<file path="src/rtl/msdf_online_addsub.sv">
// msdf_online_addsub
//   Radix-2 MSDF online adder/subtractor with its own frame controller.
//   Takes two N-digit signed-digit streams (one pair per accepted handshake)
//   and emits N+1 result digits z_0..z_N with online delay 2.
//
//   Digit encoding on all digit ports: 11 = -1, 00 = 0, 01 = +1 (10 read as 0).
//
//   Ports
//     clk, rst       clock, synchronous active-high reset
//     start, sub     begin a frame (IDLE only); sub selects X-Y
//     x_digit        operand X digit
//     y_digit        operand Y digit
//     in_valid       digit pair present
//     in_ready       high in RUN
//     z_digit        result digit
//     z_valid        one-cycle pulse per result digit
//     z_last         marks z_N
//     busy           high in RUN and DRAIN

module msdf_fa (
  input  logic a,
  input  logic b,
  input  logic c,
  output logic s,
  output logic co
);
  assign s  = a ^ b ^ c;
  assign co = (a & b) | (a & c) | (b & c);
endmodule

module msdf_online_addsub #(
  parameter int N = 8
) (
  input  logic       clk,
  input  logic       rst,
  input  logic       start,
  input  logic       sub,
  input  logic [1:0] x_digit,
  input  logic [1:0] y_digit,
  input  logic       in_valid,
  output logic       in_ready,
  output logic [1:0] z_digit,
  output logic       z_valid,
  output logic       z_last,
  output logic       busy
);

  localparam int CW = $clog2(N + 3);
  localparam logic [CW-1:0] CNT_LAST_IN  = CW'(N - 1);
  localparam logic [CW-1:0] CNT_LAST_ADV = CW'(N + 1);

  typedef enum logic [1:0] {IDLE, RUN, DRAIN} state_t;

  state_t          state_q, state_d;
  logic [CW-1:0]   cnt_q;
  logic            sub_q;
  logic            s1n_q;   // negative-weight level-1 sum bit, position t-1
  logic            yn_q;    // negative bit of y, position t-1
  logic            s2_q;    // level-2 sum bit, position t-2
  logic [1:0]      z_digit_q;
  logic            z_valid_q;
  logic            z_last_q;

  logic            adv;
  logic            clear;
  logic            xp, xn, yp_raw, yn_raw, yp, yn;
  logic            c1, s1, c2, s2;
  logic            z_pos, z_neg;
  logic [1:0]      z_enc;

  // ---------------------------------------------------------------- control
  always_comb begin
    state_d = state_q;
    case (state_q)
      IDLE:    if (start) state_d = RUN;
      RUN:     if (in_valid && cnt_q == CNT_LAST_IN) state_d = DRAIN;
      DRAIN:   if (cnt_q == CNT_LAST_ADV) state_d = IDLE;
      default: state_d = IDLE;
    endcase
  end

  assign adv   = (state_q == RUN && in_valid) || (state_q == DRAIN);
  assign clear = (state_q == IDLE) && start;

  // ---------------------------------------------------------------- datapath
  // Borrow-save view: each digit is (pos, neg) with value pos - neg.
  // Outside RUN the injected pair is zero (DRAIN flush digits).
  always_comb begin
    xp     = (state_q == RUN) && (x_digit == 2'b01);
    xn     = (state_q == RUN) && (x_digit == 2'b11);
    yp_raw = (state_q == RUN) && (y_digit == 2'b01);
    yn_raw = (state_q == RUN) && (y_digit == 2'b11);
    yp     = sub_q ? yn_raw : yp_raw;
    yn     = sub_q ? yp_raw : yn_raw;
  end

  // Level 1: xp + (1-xn) + yp = 2*c1 + s1, so xp - xn + yp = 2*c1 - ~s1.
  // c1 moves one position up (towards the digit already registered).
  msdf_fa u_fa_l1 (
    .a  (xp),
    .b  (~xn),
    .c  (yp),
    .s  (s1),
    .co (c1)
  );

  // Level 2 at position t-1 on its two negative bits and the incoming
  // positive c1: s1n + yn + (1-c1) = 2*c2 + s2, so the position value is
  // (1-s2) - 2*c2. Result digit z_j = ~s2_j - c2_{j+1}.
  msdf_fa u_fa_l2 (
    .a  (s1n_q),
    .b  (yn_q),
    .c  (~c1),
    .s  (s2),
    .co (c2)
  );

  assign z_pos = ~s2_q;
  assign z_neg = c2;

  always_comb begin
    z_enc = 2'b00;
    if (z_pos && !z_neg) z_enc = 2'b01;
    if (z_neg && !z_pos) z_enc = 2'b11;
  end

  // ---------------------------------------------------------------- registers
  // Cleared pipeline state equals a virtual zero digit pair at position 0,
  // which is what makes z_0 fall out of the same recurrence.
  always_ff @(posedge clk) begin
    if (rst) begin
      state_q   <= IDLE;
      cnt_q     <= '0;
      sub_q     <= 1'b0;
      s1n_q     <= 1'b0;
      yn_q      <= 1'b0;
      s2_q      <= 1'b0;
      z_digit_q <= '0;
      z_valid_q <= 1'b0;
      z_last_q  <= 1'b0;
    end else begin
      state_q   <= state_d;
      z_digit_q <= '0;
      z_valid_q <= 1'b0;
      z_last_q  <= 1'b0;
      if (clear) begin
        sub_q <= sub;
        cnt_q <= '0;
        s1n_q <= 1'b0;
        yn_q  <= 1'b0;
        s2_q  <= 1'b0;
      end else if (adv) begin
        cnt_q <= cnt_q + 1'b1;
        s1n_q <= ~s1;
        yn_q  <= yn;
        s2_q  <= s2;
        if (cnt_q != '0) begin
          z_valid_q <= 1'b1;
          z_digit_q <= z_enc;
          z_last_q  <= (cnt_q == CNT_LAST_ADV);
        end
      end
    end
  end

  assign in_ready = (state_q == RUN);
  assign busy     = (state_q != IDLE);
  assign z_digit  = z_digit_q;
  assign z_valid  = z_valid_q;
  assign z_last   = z_last_q;

endmodule

</file>
<file path="config.mk">
export PLATFORM = sky130hd
export DESIGN_NAME = msdf_online_addsub
export DESIGN_NICKNAME = d
export VERILOG_FILES = /design/src/rtl/msdf_online_addsub.sv
export SDC_FILE = /design/constraint.sdc
export NUM_CORES = 1
export LEC_CHECK = 0
export ABC_AREA = 1
export CORE_UTILIZATION = 50
export DETAILED_ROUTE_END_ITERATION = 10
export PLACE_DENSITY = 0.86
export SETUP_SLACK_MARGIN = 0.1
export SYNTH_ARGS = -nofsm -noshare
export SYNTH_HDL_FRONTEND = slang
export SYNTH_SLANG_ARGS = --single-unit
</file>
<file path="constraint.sdc">
create_clock -name clk -period 5.1 [get_ports clk]
set_clock_uncertainty 0.1 [all_clocks]
set_input_delay 0.765 -clock clk [delete_from_list [all_inputs] [get_ports clk]]
set_output_delay 0.765 -clock clk [all_outputs]
set_load 0.05 [all_outputs]
</file>
==> results.sh, run 1 <==
export IMPL_synth_warnings=0
export IMPL_setup_viol_count_final=0
export IMPL_initial_core_util_pct=55.5
export IMPL_place_area_sq_um=888
export IMPL_via_per_inst=5.12
export IMPL_clockBufferDepth=2
export IMPL_cts_htree_levels=1
export IMPL_endpoint_kind="primary output"
export IMPL_synth_cell_types=22
export IMPL_post_cts_repair_setup_buffers=0
export IMPL_drt_initial_drc_count=9
export IMPL_peakVddDrop_v=0.000138
export IMPL_die_area_sq_mm=0.00164
export IMPL_io_pins=15
export IMPL_grt_pass1_wl_mm=2.15
export IMPL_fmax_mhz=384
export IMPL_cts_sinks=14
export IMPL_drv_cap=0
export IMPL_start_kind="register"
export IMPL_cts_buffers=3
export IMPL_total_leakage_power_nw=0.387
export IMPL_syn_inst=96
export IMPL_syn_area_per_cell_sq_um=7.72
export IMPL_crit_start="state_q[1]$_SDFFE_PP0P_"
export IMPL_die_w_um=40.5
export IMPL_slew_headroom_pct=67.1
export IMPL_cts_resized_gates=0
export IMPL_tns_ps=0
export IMPL_ant_nets=0
export IMPL_crit_end="in_ready"
export IMPL_drive_gt1_share_pct=8.93
export IMPL_fin_nets=129
export IMPL_rrSetupSlack_ps=2950
export IMPL_crit_arrival_ps=1740
export IMPL_routed_wl_mm=1.41
export IMPL_worstMarginPinSlew_ps=492
export IMPL_setup_slack_ps=2490
export IMPL_outcome="finished, final reports clean"
export IMPL_vias=650
export IMPL_postCtsHoldBufs=0
export IMPL_netlist_area_sq_um=741
export IMPL_drc=0
export IMPL_timing_rr_start="state_q[1]$_SDFFE_PP0P_"
export IMPL_p_per_area_mw_per_mm2=239
export IMPL_die_h_um=40.5
export IMPL_firstDrtPassIters=5
export IMPL_grt_usage_pct=22.1
export IMPL_top_usage_layer="met2"
export IMPL_core_sq_mm=0.00133
export IMPL_finalCriticalPeriod_ps=2610
export IMPL_grt_pass1_vias=565
export IMPL_gp_congestion=0.820
export IMPL_synth_net_count=111
export IMPL_layout_common_cells="inv_1 (15), nor2_1 (15), nand2_1 (14), dfxtp_1 (14), clkdlybuf4s50_1 (14)"
export IMPL_grt_max_degree=12
export IMPL_antenna_found_initial=0
export IMPL_rows=13
export IMPL_clock_latency_ps=300
export IMPL_clockRootBuffer="clkbuf_4"
export IMPL_reg2reg_to="z_digit[0]$_SDFF_PP0_"
export IMPL_reg2regPathDepth=7
export IMPL_grtUsageMet2_pct=35.7
export IMPL_crit_type="reg -> out"
export IMPL_final_core_util_pct=68.3
export IMPL_use_met3_pct=11.7
export IMPL_ys_ff_latch=14
export IMPL_fillerInstances=109
export IMPL_fin_crit_sh_pct=51.1
export IMPL_areaGrowthSynthToFinish_pct=23.0
export IMPL_use_met1_pct=20.9
export IMPL_grt_setup_unrepaired="false"
export IMPL_hold_path_class="reg -> reg"
export IMPL_dp_slack_ps=2250
export IMPL_hold_violations=0
export IMPL_slowest_stage="clkdlybuf4s50_1"
export IMPL_slew_violations=0
export IMPL_yosysSeqAreaShare_pct=37.8
export IMPL_path_clk_slew_ps=80
export IMPL_io_buffers=14
export IMPL_grt_overflow_total=0
export IMPL_cts_tree="yes"
export IMPL_fin_area_sq_um=911
export IMPL_worstPathCellList="nor2_4 > clkdlybuf4s50_1"
export IMPL_cp_required_ps=4240
export IMPL_critPathMaxFanout=9
export IMPL_diodes=0
export IMPL_slowest_delay_ps=840
export IMPL_wl_per_cell_um=11.1
export IMPL_hpwl_mm=1.06
==> synth_stat cells, drive strengths merged <==
| cell type | n | share of area (%) |
|---|---|---|
| buf | 1 | 1.5 |
| nand2 | 16 | 8.8 |
| a21oi | 6 | 4.6 |
| dfxtp | 14 | 38 |
| o21a | 1 | 1.0 |
| nand4 | 3 | 2.5 |
| o21ai | 5 | 3.4 |
| nand3 | 7 | 6.4 |
| a31oi | 1 | 0.85 |
| inv | 16 | 8.1 |
| fa | 2 | 5.4 |
| ha | 4 | 6.8 |
| nor3 | 3 | 2.7 |
| nor2 | 16 | 9.1 |
| nand3b | 1 | 1.0 |
==> layer usage <==
metal	vias up	wire length, um
li1	341	-
met1	291	572
met2	13	712
met3	5	81
met4	0	44
met5	-	0
==> critical path: cells and delay by family, from the launching register on <==
| kind | cells | cell delay (ps) |
|---|---|---|
| flip-flops | 1 | 370 |
| buffers and inverters | 1 | 840 |
| AND/OR/NAND/NOR | 1 | 230 |
==> worst min path at each step <==
stage | from | to | depth (start not counted)
2_1_floorplan | s2_q$_SDFFE_PP0N_ | s2_q$_SDFFE_PP0N_ | 2
3_3_place_gp | s2_q$_SDFFE_PP0N_ | s2_q$_SDFFE_PP0N_ | 2
3_5_place_dp | s2_q$_SDFFE_PP0N_ | s2_q$_SDFFE_PP0N_ | 2
4_1_cts | cnt_q[3]$_SDFFE_PP0N_ | z_last$_SDFF_PP0_ | 2
5_1_grt | sub_q$_SDFFE_PP0P_ | sub_q$_SDFFE_PP0P_ | 2
6_report | cnt_q[3]$_SDFFE_PP0N_ | z_last$_SDFF_PP0_ | 2
==> state kept, by name (all words and copies together) (netlist names) <==
signal / cells
sub_q: 1
s2_q: 1
z_valid: 1
z_digit: 2
state_q: 2
s1n_q: 1
cnt_q: 4
yn_q: 1
z_last: 1
==> layout make-up <==
class,instances,area (sq um),area share (%)
Tap cell,15,18.8,2.06
Inverter,16,60.1,6.59
Multi-Input combinational cell,65,389,42.7
Timing Repair Buffer,14,140,15.4
Sequential cell,14,280,30.8
Clock buffer,3,22.5,2.47
==> kinds of logic after synthesis <==
family	Yosys count	synth area share (%)
and+or+nand+nor	46	30.6
buffers and inverters	17	9.63
DFF	14	37.8
AOI/OAI and AO/OA	13	9.80
adders and majority gates	6	12.2
==> report_power, final <==
| group | total, W | switching (W) | internal (W) |
|---|---|---|---|
| clock network | 0.0000657 | 0.0000381 | 0.0000276 |
| registers | 0.000114 | 0.00000212 | 0.000112 |
| logic | 0.0000379 | 0.0000227 | 0.0000153 |
==> through the flow <==
| step | total power, W | hold WS [ps] | instances |
|---|---|---|---|
| detailed placement | 0.000155 | 411 | 124 |
| floorplan | 0.000141 | 368 | 96 |
| finish | 0.000218 | 427 | 127 |
| global route | 0.000231 | 461 | 127 |
| global placement | 0.000154 | 404 | 124 |
| CTS | 0.000221 | 430 | 127 |
Power figures use the tool's default switching activity.
==> run 2: changes to the inputs <==
--- a/config.mk
+++ b/config.mk
@@ -6,9 +6,9 @@
 export NUM_CORES = 1
 export LEC_CHECK = 0
 export ABC_AREA = 1
-export CORE_UTILIZATION = 50
+export CORE_UTILIZATION = 48
 export DETAILED_ROUTE_END_ITERATION = 10
-export PLACE_DENSITY = 0.86
+export PLACE_DENSITY = 0.83
 export SETUP_SLACK_MARGIN = 0.1
 export SYNTH_ARGS = -nofsm -noshare
 export SYNTH_HDL_FRONTEND = slang
==> constraint.sdc (replaced) <==
create_clock -name clk -period 2.7 [get_ports clk]
set_clock_uncertainty 0.1 [all_clocks]
set_input_delay 0.405 -clock clk [delete_from_list [all_inputs] [get_ports clk]]
set_output_delay 0.405 -clock clk [all_outputs]
set_load 0.05 [all_outputs]
==> results.sh, run 2 (synthesis results as in run 1) <==
export IMPL_outcome="finished, final reports clean"
export IMPL_layout_common_cells="inv_1 (15), nor2_1 (15), nand2_1 (14), dfxtp_1 (14), clkdlybuf4s50_1 (14)"
export IMPL_ant_nets=0
export IMPL_clock_latency_ps=280
export IMPL_crit_start="state_q[1]$_SDFFE_PP0P_"
export IMPL_firstDrtPassIters=4
export IMPL_diodes=0
export IMPL_place_inst=124
export IMPL_routed_wl_mm=1.47
export IMPL_critPathMaxFanout=9
export IMPL_grt_overflow_total=0
export IMPL_fin_nets=129
export IMPL_fillerInstances=127
export IMPL_die_w_um=41.3
export IMPL_cts_htree_levels=1
export IMPL_crit_arrival_ps=1730
export IMPL_reg2regPathDepth=7
export IMPL_total_leakage_power_nw=0.394
export IMPL_die_area_sq_mm=0.00170
export IMPL_largest_reg_flops=4
export IMPL_multi_input_area_sq_um=389
export IMPL_hold_violations=0
export IMPL_vias=646
export IMPL_postCtsHoldBufs=0
export IMPL_slew_headroom_pct=66.9
export IMPL_cts_resized_gates=0
export IMPL_timing_rr_start="state_q[1]$_SDFFE_PP0P_"
export IMPL_drive_gt1_share_pct=9.73
export IMPL_core_sq_mm=0.00137
export IMPL_crit_type="reg -> out"
export IMPL_rows=13
export IMPL_hold_depth=2
export IMPL_endpoint_kind="primary output"
export IMPL_clockRootBuffer="clkbuf_4"
export IMPL_grt_usage_pct=22.2
export IMPL_finalCriticalPeriod_ps=2240
export IMPL_reg2reg_to="z_digit[0]$_SDFF_PP0_"
export IMPL_post_cts_repair_setup_buffers=0
export IMPL_wl_per_cell_um=11.5
export IMPL_cp_required_ps=2190
export IMPL_fmax_mhz=447
export IMPL_setup_viol_count_final=0
export IMPL_start_kind="register"
export IMPL_io_pins=15
export IMPL_areaGrowthSynthToFinish_pct=24.8
export IMPL_initial_core_util_pct=54.2
export IMPL_grt_pass1_vias=571
export IMPL_rrSetupSlack_ps=540
export IMPL_clockBufferDepth=2
export IMPL_drt_initial_drc_count=14
export IMPL_grt_pass1_wl_mm=2.36
export IMPL_final_core_util_pct=67.7
export IMPL_seq_area_sq_um=280
export IMPL_p_per_area_mw_per_mm2=478
export IMPL_worstMarginPinSlew_ps=496
export IMPL_grt_max_degree=12
export IMPL_via_per_inst=5.05
export IMPL_grt_setup_unrepaired="false"
export IMPL_die_h_um=41.3
export IMPL_cts_buffers=3
export IMPL_crit_end="in_ready"
export IMPL_path_clk_slew_ps=90
export IMPL_tns_ps=0
export IMPL_hold_path_class="reg -> reg"
export IMPL_drv_cap=0
export IMPL_peakVddDrop_v=0.000347
export IMPL_fin_crit_sh_pct=82.9
export IMPL_hold_slack_ps=429
export IMPL_hpwl_mm=1.16
export IMPL_cts_tree="yes"
export IMPL_registers_top_by_ff_count="cnt_q"
export IMPL_finalNonFillerCells=128
export IMPL_io_buffers=14
export IMPL_slew_violations=0
export IMPL_cts_sinks=14
export IMPL_drc=0
export IMPL_antenna_found_initial=0
export IMPL_gp_congestion=0.825
## run 2: changes by cell type in the layout (fill, tap and decap cells not counted)
cell and delta:
clkbuf_8 +1
## run 2: per-layer routing
| layer | part of all wire [%] | GRT usage, % |
|---|---|---|
| met2 | 51 | 40.6 |
| met5 | 0 | 0 |
| met1 | 44 | 24.1 |
| met3 | 3.2 | 3.26 |
| met4 | 2.0 | 12.1 |
## run 2: final cells by class
| type | instances | area share, % |
|---|---|---|
| clock buffer | 4 | 3.92 |
| inverter | 16 | 6.50 |
| multi-input combinational | 65 | 42.1 |
| sequential | 14 | 30.3 |
| tap | 15 | 2.03 |
| timing repair buffer | 14 | 15.2 |
## run 2: how the worst min path moves through the flow
stage | from | end | slack, ps
finish | s2_q$_SDFFE_PP0N_ | s2_q$_SDFFE_PP0N_ | 430
global route | s2_q$_SDFFE_PP0N_ | s2_q$_SDFFE_PP0N_ | 450
CTS | s2_q$_SDFFE_PP0N_ | s2_q$_SDFFE_PP0N_ | 430
detailed placement | s2_q$_SDFFE_PP0N_ | s2_q$_SDFFE_PP0N_ | 410
global placement | s2_q$_SDFFE_PP0N_ | s2_q$_SDFFE_PP0N_ | 410
floorplan | s2_q$_SDFFE_PP0N_ | s2_q$_SDFFE_PP0N_ | 370
## run 2: report_power, final
group / total [W] / internal, W / switching (W)
logic: 0.0000719 / 0.0000288 / 0.0000431
clock network: 0.000154 / 0.0000820 / 0.0000715
registers: 0.000216 / 0.000212 / 0.00000391
## run 2: through the flow
| stage | total power, W | area [sq um] | setup slack [ps] |
|---|---|---|---|
| 6_report | 0.000442 | 925 | 463 |
| 5_1_grt | 0.000461 | 925 | 355 |
| 4_1_cts | 0.000444 | 925 | 456 |
| 3_5_place_dp | 0.000293 | 888 | 206 |
| 3_3_place_gp | 0.000291 | 888 | 244 |
| 2_1_floorplan | 0.000267 | 741 | 414 |
## run 2: critical path, stage by stage (launching register included)
cell and delay, ps:
dfxtp_1 380, nor2_4 230, clkdlybuf4s50_1 840
==> run 3: changes to the inputs <==
==> constraint.sdc (replaced) <==
create_clock -name clk -period 2.1 [get_ports clk]
set_clock_uncertainty 0.1 [all_clocks]
set_input_delay 0.315 -clock clk [delete_from_list [all_inputs] [get_ports clk]]
set_output_delay 0.315 -clock clk [all_outputs]
set_load 0.05 [all_outputs]
==> results.sh, run 3 (synthesis results as in run 1) <==
export IMPL_outcome="finished, final reports clean"
export IMPL_tns_ps=0
export IMPL_p_seq_share_pct=52.9
export IMPL_setup_viol_count_final=0
export IMPL_fin_nets=133
export IMPL_seq_area_sq_um=283
export IMPL_path_clk_slew_ps=80
export IMPL_io_buffers=14
export IMPL_peakVddDrop_v=0.000377
export IMPL_die_area_sq_mm=0.00170
export IMPL_grt_pass1_wl_mm=2.40
export IMPL_die_w_um=41.3
export IMPL_hold_violations=0
export IMPL_total_leakage_power_nw=0.408
export IMPL_finalCriticalPeriod_ps=1980
export IMPL_critPathMaxFanout=4
export IMPL_drt_initial_drc_count=6
export IMPL_start_kind="register"
export IMPL_vias=684
export IMPL_finalNonFillerCells=131
export IMPL_antenna_found_initial=0
export IMPL_final_common_cell="nor2_1"
export IMPL_crit_type="reg -> reg"
export IMPL_crit_start="state_q[0]$_SDFFE_PP0P_"
export IMPL_fmax_mhz=506
export IMPL_place_inst=126
export IMPL_drv_cap=0
export IMPL_pwr_share_clk_pct=27.8
export IMPL_slew_violations=0
export IMPL_clock_latency_ps=280
export IMPL_drive_gt1_share_pct=18.1
export IMPL_crit_buf_inv=1
export IMPL_sw_frac_of_total_pct=27.4
export IMPL_diodes=0
export IMPL_registers_top_by_ff_count="cnt_q"
export IMPL_crit_arrival_ps=2050
export IMPL_cpMostUsedCell="fa_2"
export IMPL_hold_path_class="reg -> reg"
export IMPL_switching_power_w=0.000144
export IMPL_die_h_um=41.3
export IMPL_fin_crit_sh_pct=94.1
export IMPL_p_int_w=0.000382
export IMPL_cts_tree="yes"
export IMPL_cts_htree_levels=1
export IMPL_p_per_area_mw_per_mm2=559
export IMPL_initial_core_util_pct=54.2
export IMPL_largest_reg_flops=4
export IMPL_hpwl_mm=1.20
export IMPL_cts_sinks=14
export IMPL_firstDrtPassIters=4
export IMPL_areaGrowthSynthToFinish_pct=27.0
export IMPL_dp_slack_ps=-236
export IMPL_cp_top_family="adder cells"
export IMPL_wl_per_cell_um=11.5
export IMPL_hold_path_startpoint="cnt_q[3]$_SDFFE_PP0N_"
export IMPL_fillerInstances=123
export IMPL_rows=13
export IMPL_cts_buffers=3
export IMPL_worstPathCellList="inv_2 > nor2_4 > nand3_1 > o21a_1 > fa_2 > fa_2 > ha_1 > nor2_1"
export IMPL_multi_input_area_sq_um=394
export IMPL_grt_overflow_total=0
export IMPL_worstMarginPinSlew_ps=495
export IMPL_core_sq_mm=0.00137
export IMPL_hold_slack_ps=435
export IMPL_setup_slack_ps=125
export IMPL_postCtsHoldBufs=0
export IMPL_ant_nets=0
export IMPL_finalPower_w=0.000526
export IMPL_endpoint_kind="register"
export IMPL_gp_congestion=0.838
export IMPL_timing_rr_start="state_q[0]$_SDFFE_PP0P_"
export IMPL_grt_max_degree=12
export IMPL_grt_pass1_vias=613
export IMPL_slowest_stage="dfxtp_2"
export IMPL_routed_wl_mm=1.50
export IMPL_clockBufferDepth=2
export IMPL_via_per_inst=5.22
export IMPL_io_pins=15
export IMPL_pwr_share_comb_pct=19.3
export IMPL_drc=0
export IMPL_grt_setup_unrepaired="true"
export IMPL_clockRootBuffer="clkbuf_4"
export IMPL_slowest_delay_ps=340
export IMPL_grt_usage_pct=22.2
export IMPL_cp_required_ps=2180
export IMPL_slew_headroom_pct=66.9
export IMPL_layout_common_cells="nor2_1 (15), inv_1 (14), nand2_1 (14)"
==> run 3: cell count changes in the layout (fill, tap and decap cells not counted), sizes merged <==
| cell | before | now |
|---|---|---|
| clkdlybuf4s50 | 14 | 10 |
| buf | 0 | 6 |
| clkbuf | 4 | 3 |
| dlygate4sd2 | 0 | 2 |
==> run 3: final timing paths <==
check | end | slack (ps) | cells after the start
setup / recovery | z_digit[0]$_SDFF_PP0_ | 120 | 8
hold / removal | z_last$_SDFF_PP0_ | 430 | 2
setup reg to reg | z_digit[0]$_SDFF_PP0_ | 120 | 8
hold reg to reg | z_last$_SDFF_PP0_ | 430 | 2
==> run 3: stage by stage <==
| step | utilization, % | cell area [sq um] |
|---|---|---|
| after floorplan | - | 747 |
| after global placement | 66.2 | 905 |
| after detailed placement | 66.2 | 905 |
| after CTS | 68.9 | 941 |
| after global routing | 68.9 | 941 |
| final | 68.9 | 941 |
==> run 3: repair_timing <==
| action | CTS | global route |
|---|---|---|
| pin swaps | 1 | 1 |
| setup endpoints to repair | 3 | 1 |
| gates resized for setup | 4 | 0 |
| cloned | 0 | 0 |
| buffers inserted | 2 | 0 |
==> run 3: power groups by stage <==
stage	Clock, W	Combinational [W]	Sequential, W
after floorplan	0	0.0000600	0.000285
after global placement	0	0.0000936	0.000284
after detailed placement	0	0.0000982	0.000285
after CTS	0.000153	0.000102	0.000279
after global routing	0.000163	0.000113	0.000280
final	0.000146	0.000101	0.000279
==> run 3: area by class of cell <==
| class | instances | share of cell area, % |
|---|---|---|
| clock buffer | 3 | 2.39 |
| inverter | 16 | 6.38 |
| timing repair buffer | 18 | 17.3 |
| multi-input combinational | 65 | 41.9 |
| sequential | 14 | 30.1 |
| tap | 15 | 1.99 |
==> run 3: tightest hold or removal path, delay by kind of cell, from the launching register on <==
kind	cells	cell delay, ps
AND/OR/NAND/NOR	2	150
flip-flops	1	340
==> run 3: layer usage <==
layer	GRT usage (%)	part of all wire (%)
met5	0	0
met4	5.65	0
met3	8.15	2.8
met2	43.4	55
met1	21.3	42
